[src/rtl/mem_port_arbiter.sv]
// Arbitrates one fixed-latency single-ported memory between instruction fetch and data access.
// Data wins ties; a starvation counter forces fetch through after STARVE_MAX contested data grants.
module mem_port_arbiter #(
  parameter int MEM_LAT    = 2,
  parameter int STARVE_MAX = 4
) (
  input  logic        clk,
  input  logic        reset,
  input  logic        if_req,
  input  logic [31:0] if_addr,
  output logic        if_gnt,
  output logic        if_rvalid,
  output logic [31:0] if_rdata,
  input  logic        d_req,
  input  logic        d_we,
  input  logic [31:0] d_addr,
  input  logic [31:0] d_wdata,
  input  logic [1:0]  d_size,
  input  logic        d_sign,
  output logic        d_gnt,
  output logic        d_rvalid,
  output logic [31:0] d_rdata,
  output logic        mem_en,
  output logic        mem_we,
  output logic [31:0] mem_addr,
  output logic [31:0] mem_wdata,
  output logic [1:0]  mem_size,
  output logic        mem_sign,
  input  logic [31:0] mem_rdata
);

  localparam int CW = $clog2(MEM_LAT) + 1;
  localparam int SW = $clog2(STARVE_MAX + 1);
  localparam logic [CW-1:0] CNT_LOAD   = CW'(MEM_LAT - 1);
  localparam logic [SW-1:0] STARVE_TOP = SW'(STARVE_MAX);
  localparam logic OWN_IF = 1'b0;
  localparam logic OWN_D  = 1'b1;

  typedef enum logic {
    IDLE = 1'b0,
    WAIT = 1'b1
  } state_t;

  state_t        state_r, state_s;
  logic [CW-1:0] cnt_r, cnt_s;
  logic          owner_r, owner_s;
  logic [SW-1:0] starve_r, starve_s;
  logic          slot_s, resp_s, if_win_s, d_win_s;

  // State, latency counter, owner and starvation counter registers.
  always_ff @(posedge clk or posedge reset) begin
    if (reset) begin
      state_r  <= IDLE;
      cnt_r    <= {CW{1'b0}};
      owner_r  <= OWN_IF;
      starve_r <= {SW{1'b0}};
    end else begin
      state_r  <= state_s;
      cnt_r    <= cnt_s;
      owner_r  <= owner_s;
      starve_r <= starve_s;
    end
  end

  // Issue-slot detection, winner selection and next-state computation.
  always_comb begin
    slot_s   = 1'b0;
    resp_s   = 1'b0;
    state_s  = state_r;
    cnt_s    = cnt_r;
    owner_s  = owner_r;
    starve_s = starve_r;

    case (state_r)
      IDLE: begin
        slot_s = ~reset;
      end
      WAIT: begin
        resp_s = (cnt_r == {CW{1'b0}});
        slot_s = ~reset & (cnt_r == {CW{1'b0}});
      end
      default: begin
        slot_s = 1'b0;
      end
    endcase

    // Data wins ties unless fetch has been held off STARVE_MAX times.
    if_win_s = slot_s & if_req & (~d_req | (starve_r == STARVE_TOP));
    d_win_s  = slot_s & d_req & ~if_win_s;

    if (if_win_s || d_win_s) begin
      state_s = WAIT;
      cnt_s   = CNT_LOAD;
      owner_s = d_win_s ? OWN_D : OWN_IF;
    end else if (resp_s) begin
      state_s = IDLE;
      cnt_s   = {CW{1'b0}};
    end else if (state_r == WAIT) begin
      cnt_s = cnt_r - CW'(1);
    end else begin
      state_s = state_r;
    end

    if (if_win_s) begin
      starve_s = {SW{1'b0}};
    end else if (d_win_s && if_req && (starve_r != STARVE_TOP)) begin
      starve_s = starve_r + SW'(1);
    end else begin
      starve_s = starve_r;
    end
  end

  // Memory port and grant drive for the selected requester.
  always_comb begin
    if_gnt    = if_win_s;
    d_gnt     = d_win_s;
    mem_en    = if_win_s | d_win_s;
    mem_we    = 1'b0;
    mem_addr  = 32'h0000_0000;
    mem_wdata = 32'h0000_0000;
    mem_size  = 2'b00;
    mem_sign  = 1'b0;
    if (d_win_s) begin
      mem_we    = d_we;
      mem_addr  = d_addr;
      mem_wdata = d_wdata;
      mem_size  = d_size;
      mem_sign  = d_sign;
    end else if (if_win_s) begin
      mem_addr  = if_addr;
      mem_size  = 2'b10;
    end else begin
      mem_addr  = 32'h0000_0000;
    end
  end

  // Response return decoded from registered state only.
  always_comb begin
    if_rvalid = resp_s & (owner_r == OWN_IF);
    d_rvalid  = resp_s & (owner_r == OWN_D);
    if_rdata  = mem_rdata;
    d_rdata   = mem_rdata;
  end

endmodule

[config.mk]
export PLATFORM = sky130hd
export DESIGN_NAME = mem_port_arbiter
export DESIGN_NICKNAME = d
export VERILOG_FILES = /design/src/rtl/mem_port_arbiter.sv
export SDC_FILE = /design/constraint.sdc
export NUM_CORES = 1
export LEC_CHECK = 0
export BUFFER_PORTS_ARGS = -buffer_cell sky130_fd_sc_hd__buf_2
export CORE_AREA = 2 2 107 109
export CTS_CLUSTER_DIAMETER = 40
export DETAILED_ROUTE_END_ITERATION = 6
export DIE_AREA = 0 0 109 111
export HOLD_SLACK_MARGIN = 0.05
export SETUP_SLACK_MARGIN = 0.05
export SYNTH_ARGS = -nofsm -noshare
export SYNTH_HDL_FRONTEND = slang
export SYNTH_SLANG_ARGS = --single-unit
[constraint.sdc]
create_clock -name clk -period 2.85 [get_ports clk]
set_input_delay 0.4275 -clock clk [delete_from_list [all_inputs] [get_ports clk]]
set_output_delay 0.4275 -clock clk [all_outputs]
set_load 0.01 [all_outputs]
==> impl_metrics.yaml, run 1 <==
outcome:
  status: "completed"
synth:
  synth_area_leaders: "buf_4 24%, o41ai_2 15%, and2_1 11%"
  ys_ff_latch: 7
  yosysTopAreaCell: "buf_4"
  ys_types: 30
  synth_common_cells: "65 x buf_4, 36 x and2_1, 33 x nand2_1, 33 x nand4_1, 20 x clkbuf_1"
  syn_nets: 405
  synth.most_common_cell: "buf_4"
  async_reset_ff_share_pct: 100
  synth_top_family_by_area: "buffers and inverters"
  yosys_warnings: 0
  avgSynthCellArea_um2: 7.53
  synth_fa_ha_area_share_pct: 1.24
  ys.flop_type: "dfrtp_1"
  synth.mux.area_fraction_pct: 0.498
  syn_area_mm2: 0.00201
  synthSimpleGateAreaFrac_pct: 30.9
  synth_edf_count: 0
  synth.yosys.seq_area_share_pct: 8.71
  syn_inst: 267
  synth_xor_area_share_pct: 0
  synth_compound_area_share_pct: 26.1
  netlist.area_leader.share_pct: 24.3
sta:
  fin_tns_setup_ps: 0
  worstMarginPinSlew_ps: 624
  grt_setup_unrepaired: "no"
  relSlewSlack_pct: 58.4
  timing.fmax_mhz: 377
  min_period_ps: 2660
  period_share_pct: 93.2
  setup_viol: 0
  hold_violations: 0
  maxSlewViolCount: 0
  fin_skew_ps: 3.97
global_route:
  grt_first_pass_wirelength_um: 12000
  grtUsageMet3_pct: 2.06
  grt_use_total_pct: 12.6
  met2_usage_pct: 23.8
  grt_overflow: 0
  antenna_found_initial: 1
  top_usage_layer: "met2"
  grt_pass1_vias: 2249
  grtUsageMet1_pct: 13.4
  grt_max_degree: 39
place:
  port_buffers: 176
  gp_congestion: 0.795
  dp_hpwl_um: 6330
detailed_routing:
  vias: 2339
  wirelength_um: 8070
  drt_iter0_drc: 140
  wl_per_cell_um: 16.0
  drc: 0
  drt-pass1-iter-count: 4
  postRouteAntennaNets: 0
  vias_per_cell: 4.64
layout:
  nFillCells: 1250
  nNetsFinal: 500
  final_util_pct: 23.5
  multi_input_area_mm2: 0.00119
  regArea_um2: 175
  area_growth_pct: 29.4
  antennaDiodeCount: 0
  drive_gt1_share_pct: 58.7
pwr:
  p_total_mw: 1.23
  powerDensity_mw_per_mm2: 474
  p_leak_nw: 1.44
  peakVddDrop_uv: 187
worst_setup_path:
  cp_slowest_cell: "a2111oi_4"
  crit_type: "reg2out"
  cpPeakStageDelay_ps: 430
  end_kind: "output port"
  worstPathRequired_ps: 2420
  worstPathArrival_ps: 2230
  crit_chain: "inv_1, ha_1, a21bo_2, a2111oi_4, buf_6, and2_1, buf_2"
  startpoint_type: "flop"
  crit_path_max_fanout: 36
die:
  pin_count: 273
  start_util_pct: 18.2
  num_rows: 39
  die_area_mm2: 0.0121
  die_h_um: 111
  die_w_um: 109
  core-area_mm2: 0.0111
clock_network:
  clkSinkCount: 7
  cts_setup_buffers: 0
  cts_made_buffers: 3
  h-tree-depth: 1
  clockBufferDepth: 2
  path_clk_slew_ps: 40
  clk_root_buffer_cell: "clkbuf_16"
  clk_latency_ps: 230
  cts_hold_buf: 0
  tritoncts: "yes"
run:
  cap_violations: 0
hold_path:
  hp-class: "in2async"
## per-layer routing
metal / wire length [um] / part of all wire, %
met3: 685 / 8.5
met4: 261 / 3.2
met5: 13 / 0.16
met2: 4220 / 52
met1: 2890 / 36
## logic make-up after synthesis
| group | Yosys count |
|---|---|
| compound gates | 44 |
| simple gates | 112 |
| mux | 1 |
| flops | 7 |
| fa+ha+maj | 2 |
| buf+inv | 101 |
## layout make-up
type / instances / share of cell area (%)
multi-input combinational: 159 / 45.9
inverter: 6 / 0.865
timing repair buffer: 185 / 36.6
clock buffer: 4 / 3.03
tap: 143 / 6.88
sequential: 7 / 6.73
## where the power goes
group / total (mW) / internal, mW / switching, mW
logic: 0.813 / 0.312 / 0.501
registers: 0.180 / 0.138 / 0.0413
clock network: 0.240 / 0.186 / 0.0542
total: 1.23 / 0.636 / 0.596
## stage by stage
stage / area, um^2 / setup WS (ps) / instances / hold slack, ps
2_1_floorplan: 2010 / 530 / 267 / 414
3_3_place_gp: 2520 / 325 / 500 / 520
3_5_place_dp: 2520 / 256 / 500 / 524
4_1_cts: 2600 / 120 / 504 / 444
5_1_grt: 2600 / 87.9 / 504 / 476
6_report: 2600 / 195 / 504 / 417
## registers in the layout, summed over array words and instances, names as in the netlist
register and flops:
state_r 1, starve_r 3, cnt_r 2, owner_r 1
## placed cells by master (no fill, tap or decap), types with 2 or more instances in the layout
cell	netlist	final
and2_1	36	36
buf_2	6	176
buf_4	65	8
clkbuf_16	0	3
dfrtp_1	7	7
ha_1	2	2
inv_1	6	6
nand2_1	33	33
nand2b_1	3	3
nand4_1	33	33
o211ai_1	3	3
o41ai_1	14	14
o41ai_2	18	18
## final timing paths
| kind | start | end | slack [ps] | depth (start not counted) |
|---|---|---|---|---|
| worst max-delay path | starve_r[0] | mem_wdata[16] | 190 | 7 |
| worst min-delay path | reset | starve_r[0] | 420 | 3 |
| worst max register to register | cnt_r[0] | cnt_r[1] | 1250 | 4 |
| worst min register to register | starve_r[2] | starve_r[2] | 530 | 1 |
| max in group asynchronous | reset | cnt_r[0] | 2210 | 3 |
| min in group clk | starve_r[2] | starve_r[2] | 530 | 1 |
## critical path, delay by kind of cell (launching register included)
family                     cells  cell delay [ps]
and+or+nand+nor                1              210
adders and majority gates      1              210
buffers and inverters          3              480
DFF                            1              340
AOI/OAI and AO/OA              2              740
## timing repair
action	in CTS	in global routing
hold endpoints to repair	0	0
setup endpoints to repair	32	35
gates resized for setup	1	2
Note: power is estimated with default switching activity, not from simulation.
==> run 2: changes to the inputs <==
--- a/config.mk
+++ b/config.mk
@@ -5,11 +5,12 @@
 export SDC_FILE = /design/constraint.sdc
 export NUM_CORES = 1
 export LEC_CHECK = 0
+export ABC_AREA = 1
 export BUFFER_PORTS_ARGS = -buffer_cell sky130_fd_sc_hd__buf_2
-export CORE_AREA = 2 2 107 109
+export CORE_AREA = 2 2 105 107
 export CTS_CLUSTER_DIAMETER = 40
 export DETAILED_ROUTE_END_ITERATION = 6
-export DIE_AREA = 0 0 109 111
+export DIE_AREA = 0 0 107 109
 export HOLD_SLACK_MARGIN = 0.05
 export SETUP_SLACK_MARGIN = 0.05
 export SYNTH_ARGS = -nofsm -noshare
==> impl_metrics.yaml, run 2 <==
layout:
  nNetsFinal: 543
  reg_top3: "starve_r (3), cnt_r (2)"
  largest_register_ffs: 3
  final_common_cell: "buf_2"
  drive_gt1_share_pct: 50.2
  layout_common_cells: "176 x buf_2, 67 x nand3_1, 46 x inv_1"
  top_register: "starve_r"
  area_growth_pct: 29.1
clock_network:
  clk_root_buffer_cell: "clkbuf_8"
  clkSinkCount: 7
  path_clk_slew_ps: 40
  cts_setup_buffers: 0
  tritoncts: "yes"
  cts_resized: 0
  cts_hold_buf: 0
  clockBufferDepth: 2
  cts_made_buffers: 3
  clk_latency_ps: 230
  h-tree-depth: 1
hold_path:
  hp-class: "in2async"
place:
  port_buffers: 176
  gp_congestion: 0.725
  dp_hpwl_um: 5280
synth:
  yosys_warnings: 0
  syn_inst: 300
  ys.flop_type: "dfrtp_1"
  netlist.area_leader.share_pct: 27.6
  ys_types: 22
  syn_nets: 438
  syn_area_mm2: 0.00182
  avgSynthCellArea_um2: 6.07
  ys_ff_latch: 7
  synth.yosys.seq_area_share_pct: 9.62
  synth_area_leaders: "buf_4 28%, nand3_1 18%, dfrtp_1 9.6%"
  async_reset_ff_share_pct: 100
  synth_edf_count: 0
  yosysTopAreaCell: "buf_4"
  synth_common_cells: "67 x buf_4, 67 x nand3_1, 46 x inv_1"
global_route:
  antenna_found_initial: 2
  grt_first_pass_wirelength_um: 9230
  grt_pass1_vias: 1914
  grt_use_total_pct: 9.99
  grt_overflow: 0
  grt_max_degree: 38
worst_setup_path:
  rr_endpoint: "cnt_r[1]"
  crit_end: "mem_wdata[9]"
  startpoint_type: "flop"
  cp_slowest_cell: "dfrtp_1"
  r2r_cells: 6
  crit_type: "reg2out"
  crit_path_max_fanout: 36
  worstPathRequired_ps: 2420
  r2r_start: "state_r"
  crit_chain: "inv_1, ha_1, nand2_1, nand2_1, nand3_4, nand2_8, nor2_1, buf_2"
  cpPeakStageDelay_ps: 380
  setup.worst_path.start: "starve_r[0]"
  worstPathArrival_ps: 1980
  regToRegSetupSlack_ps: 1260
  end_kind: "output port"
  cpMostUsedCell: "nand2_1"
sta:
  setup_viol: 0
  fin_tns_setup_ps: 0
  worstMarginPinSlew_ps: 475
  relSlewSlack_pct: 68.3
  timing.fmax_mhz: 416
  grt_setup_unrepaired: "no"
  hold_violations: 0
  min_period_ps: 2400
  timing.hold.ws_ps: 281
  maxSlewViolCount: 0
  period_share_pct: 84.3
  fin_skew_ps: 5.85
die:
  start_util_pct: 17.2
  num_rows: 38
  pin_count: 273
  die_w_um: 107
  die_h_um: 109
  core-area_mm2: 0.0106
  die_area_mm2: 0.0117
detailed_routing:
  vias: 2140
  vias_per_cell: 3.93
  wl_per_cell_um: 11.5
  drt_iter0_drc: 72
  postRouteAntennaNets: 0
  wirelength_um: 6260
  drc: 0
  drt-pass1-iter-count: 6
pwr:
  peakVddDrop_uv: 188
  p_leak_nw: 1.64
  powerDensity_mw_per_mm2: 439
run:
  cap_violations: 0
outcome:
  status: "completed"
==> run 2: cell count changes after synthesis, moves of 14 or more <==
cell	before	now
o41ai_2	18	0
clkbuf_1	20	1
nor2_1	0	29
and2_1	36	0
o41ai_1	14	0
nand4_1	33	1
nand3_1	1	67
inv_1	6	46
==> run 2: worst max-delay path: cells and delay by family (launching register included) <==
kind / cells / cell delay, ps
flip-flops: 1 / 380
AND/OR/NAND/NOR: 5 / 990
adder cells (fa/ha/maj): 1 / 140
buffers and inverters: 2 / 230
==> run 2: logic make-up (layout without fill, tap and decap cells) <==
| logic type | after synthesis | count (layout) | share of synthesized area [%] |
|---|---|---|---|
| simple gates | 159 | 159 | 43.9 |
| buf+inv | 126 | 230 | 43.1 |
| flops | 7 | 7 | 9.62 |
| compound gates | 5 | 5 | 1.51 |
| fa+ha+maj | 2 | 2 | 1.37 |
| xor+xnor | 1 | 1 | 0.481 |
| other cells | 0 | 1 | 0 |
==> run 2: worst min-delay path by stage <==
stage,depth (start not counted),startpoint,to
floorplan,1,reset,cnt_r[0]
global placement,2,starve_r[2],starve_r[2]
detailed placement,3,reset,cnt_r[1]
CTS,3,reset,cnt_r[1]
global route,3,reset,cnt_r[0]
finish,3,reset,cnt_r[1]
==> run 2: cell type report <==
cell class                 instances  area (um^2)
antenna                            1         2.50
clock buffer                       3         41.3
clock inverter                     1         5.00
fill                            1268         8250
inverter                          47          176
multi-input combinational        167          861
sequential                         7          175
tap                              140          175
timing repair buffer             179          916
==> run 2: layer usage <==
metal,track usage [%],routed length (um)
met5,0,0
met3,2.03,598
met4,3.34,127
met1,11.7,2440
met2,18.1,3100
==> run 2: stage by stage <==
stage               setup WS [ps]  std cells  instance area (um^2)  power (mW)  utilization [%]
CTS                           435        544                  2350        1.05             22.2
floorplan                    1030        300                  1820       0.746                -
global route                  233        544                  2350        1.14             22.2
global placement              653        540                  2300       0.902             21.7
detailed placement            684        540                  2300       0.901             21.7
finish                        447        545                  2350        1.03             22.2
==> run 2: power by group <==
group          switching [mW]  internal [mW]
sequential             0.0392          0.142
clock                  0.0466         0.0949
combinational           0.432          0.277
total                   0.518          0.514
==> run 3: changes to the inputs <==
==> constraint.sdc (replaced) <==
create_clock -name clk -period 2.4 [get_ports clk]
set_input_delay 0.36 -clock clk [delete_from_list [all_inputs] [get_ports clk]]
set_output_delay 0.36 -clock clk [all_outputs]
set_load 0.01 [all_outputs]
==> impl_metrics.yaml, run 3 (synthesized netlist as in run 2, its figures left out) <==
global_route:
  grt_overflow: 0
  grt_pass1_vias: 1761
  grt_use_total_pct: 9.68
  antenna_found_initial: 1
  grt_first_pass_wirelength_um: 8800
  grt_max_degree: 38
clock_network:
  cts_setup_buffers: 0
  clk_root_buffer_cell: "clkbuf_8"
  clk_latency_ps: 230
  cts_hold_buf: 0
  path_clk_slew_ps: 40
  cts_resized: 0
  clkSinkCount: 7
  h-tree-depth: 1
  clockBufferDepth: 2
  tritoncts: "yes"
  cts_made_buffers: 3
die:
  start_util_pct: 17.2
  num_rows: 38
  pin_count: 273
  die_h_um: 109
  die_area_mm2: 0.0117
  core-area_mm2: 0.0106
  die_w_um: 107
worst_setup_path:
  worstPathArrival_ps: 1830
  crit_type: "reg2out"
  crit_family: "buffers and inverters"
  cp_slowest_cell: "dfrtp_1"
  path_depth: 9
  end_kind: "output port"
  crit_buf_inv: 3
  worstPathRequired_ps: 2040
  r2r_cells: 6
  setup.worst_path.start: "starve_r[0]"
  crit_end: "mem_addr[24]"
  rr_endpoint: "cnt_r[1]"
  crit_chain: "inv_1, ha_1, nand2_1, nand2_1, nand3_4, buf_4, nand3_1, nand2_1, buf_2"
  r2r_start: "state_r"
  startpoint_type: "flop"
  cpMostUsedCell: "nand2_1"
  regToRegSetupSlack_ps: 810
  cpPeakStageDelay_ps: 350
  crit_path_max_fanout: 34
pwr:
  p_leak_nw: 1.64
  peakVddDrop_uv: 206
  p_int_uw: 608
  seqPwrFrac_pct: 17.6
  swShare_pct: 50.3
  p_switching_uw: 615
  p_comb_share_pct: 68.4
  pwr-share-clk_pct: 14.0
  powerDensity_mw_per_mm2: 522
layout:
  final_util_pct: 22.1
  layout_common_cells: "176 x buf_2, 67 x nand3_1, 46 x inv_1"
  top_register: "starve_r"
  area_growth_pct: 28.6
  nNetsFinal: 544
  stdcell_area_mm2: 0.00234
  antennaDiodeCount: 0
  reg_top3: "starve_r (3), cnt_r (2)"
  largest_register_ffs: 3
  final_common_cell: "buf_2"
  drive_gt1_share_pct: 50.1
detailed_routing:
  postRouteAntennaNets: 0
  drc: 0
  vias_per_cell: 3.92
  wl_per_cell_um: 11.7
  drt_iter0_drc: 49
  drt-pass1-iter-count: 4
  vias: 2139
  wirelength_um: 6390
sta:
  timing.fmax_mhz: 457
  min_period_ps: 2190
  hold_violations: 0
  fin_skew_ps: 1.39
  fin_tns_setup_ps: 0
  relSlewSlack_pct: 67.7
  timing.hold.ws_ps: 205
  period_share_pct: 91.1
  setup_viol: 0
  maxSlewViolCount: 0
  worstMarginPinSlew_ps: 485
  grt_setup_unrepaired: "no"
run:
  cap_violations: 0
outcome:
  status: "completed"
hold_path:
  hp-class: "in2async"
place:
  gp_congestion: 0.723
  dp_hpwl_um: 5300
  port_buffers: 176
  dpl_cell_area_mm2: 0.00230
## run 3: changes by cell type in the layout (fill, tap and decap cells not counted), sizes merged
| cell | previous run | this run |
|---|---|---|
| diode | 1 | 0 |
| clkbuf | 3 | 4 |
| clkinv | 1 | 0 |
| buf | 179 | 180 |
## run 3: layout make-up
cell class / instances / area [um^2]
Fill cell: 1274 / 8260
Multi-Input combinational cell: 167 / 861
Timing Repair Buffer: 180 / 911
Sequential cell: 7 / 175
Inverter: 47 / 176
Clock buffer: 4 / 45.0
Tap cell: 140 / 175
## run 3: worst min path at each step
stage / to / start / cells after the start / slack (ps)
5_1_grt: owner_r / reset / 3 / 230
3_3_place_gp: owner_r / reset / 3 / 450
3_5_place_dp: owner_r / reset / 3 / 450
2_1_floorplan: cnt_r[0] / reset / 1 / 190
6_report: owner_r / reset / 3 / 210
4_1_cts: owner_r / reset / 3 / 210
## run 3: stage by stage
stage / total power [mW] / instances / setup WS, ps
floorplan: 0.886 / 300 / 676
global placement: 1.07 / 541 / 412
detailed placement: 1.07 / 541 / 407
CTS: 1.25 / 545 / 184
global route: 1.35 / 545 / 59.4
finish: 1.22 / 545 / 214
## run 3: power by group through the flow
| stage | Combinational (mW) | Clock [mW] | Sequential [mW] |
|---|---|---|---|
| 3_5_place_dp | 0.854 | 0 | 0.215 |
| 6_report | 0.837 | 0.171 | 0.215 |
| 5_1_grt | 0.940 | 0.185 | 0.222 |
| 2_1_floorplan | 0.681 | 0 | 0.205 |
| 4_1_cts | 0.857 | 0.178 | 0.215 |
| 3_3_place_gp | 0.855 | 0 | 0.216 |
## run 3: worst register-to-register path, delay by kind of cell, from the launching register on
family,cells,cell delay (ps)
and+or+nand+nor,5,880
buffers and inverters,1,200
DFF,1,410
## run 3: routing by layer
metal	wire length [um]	track usage, %	share of wire, %
met1	2520	11.6	39
met3	631	2.39	9.9
met2	3120	17.3	49
met5	0	0	0
met4	125	2.50	2.0
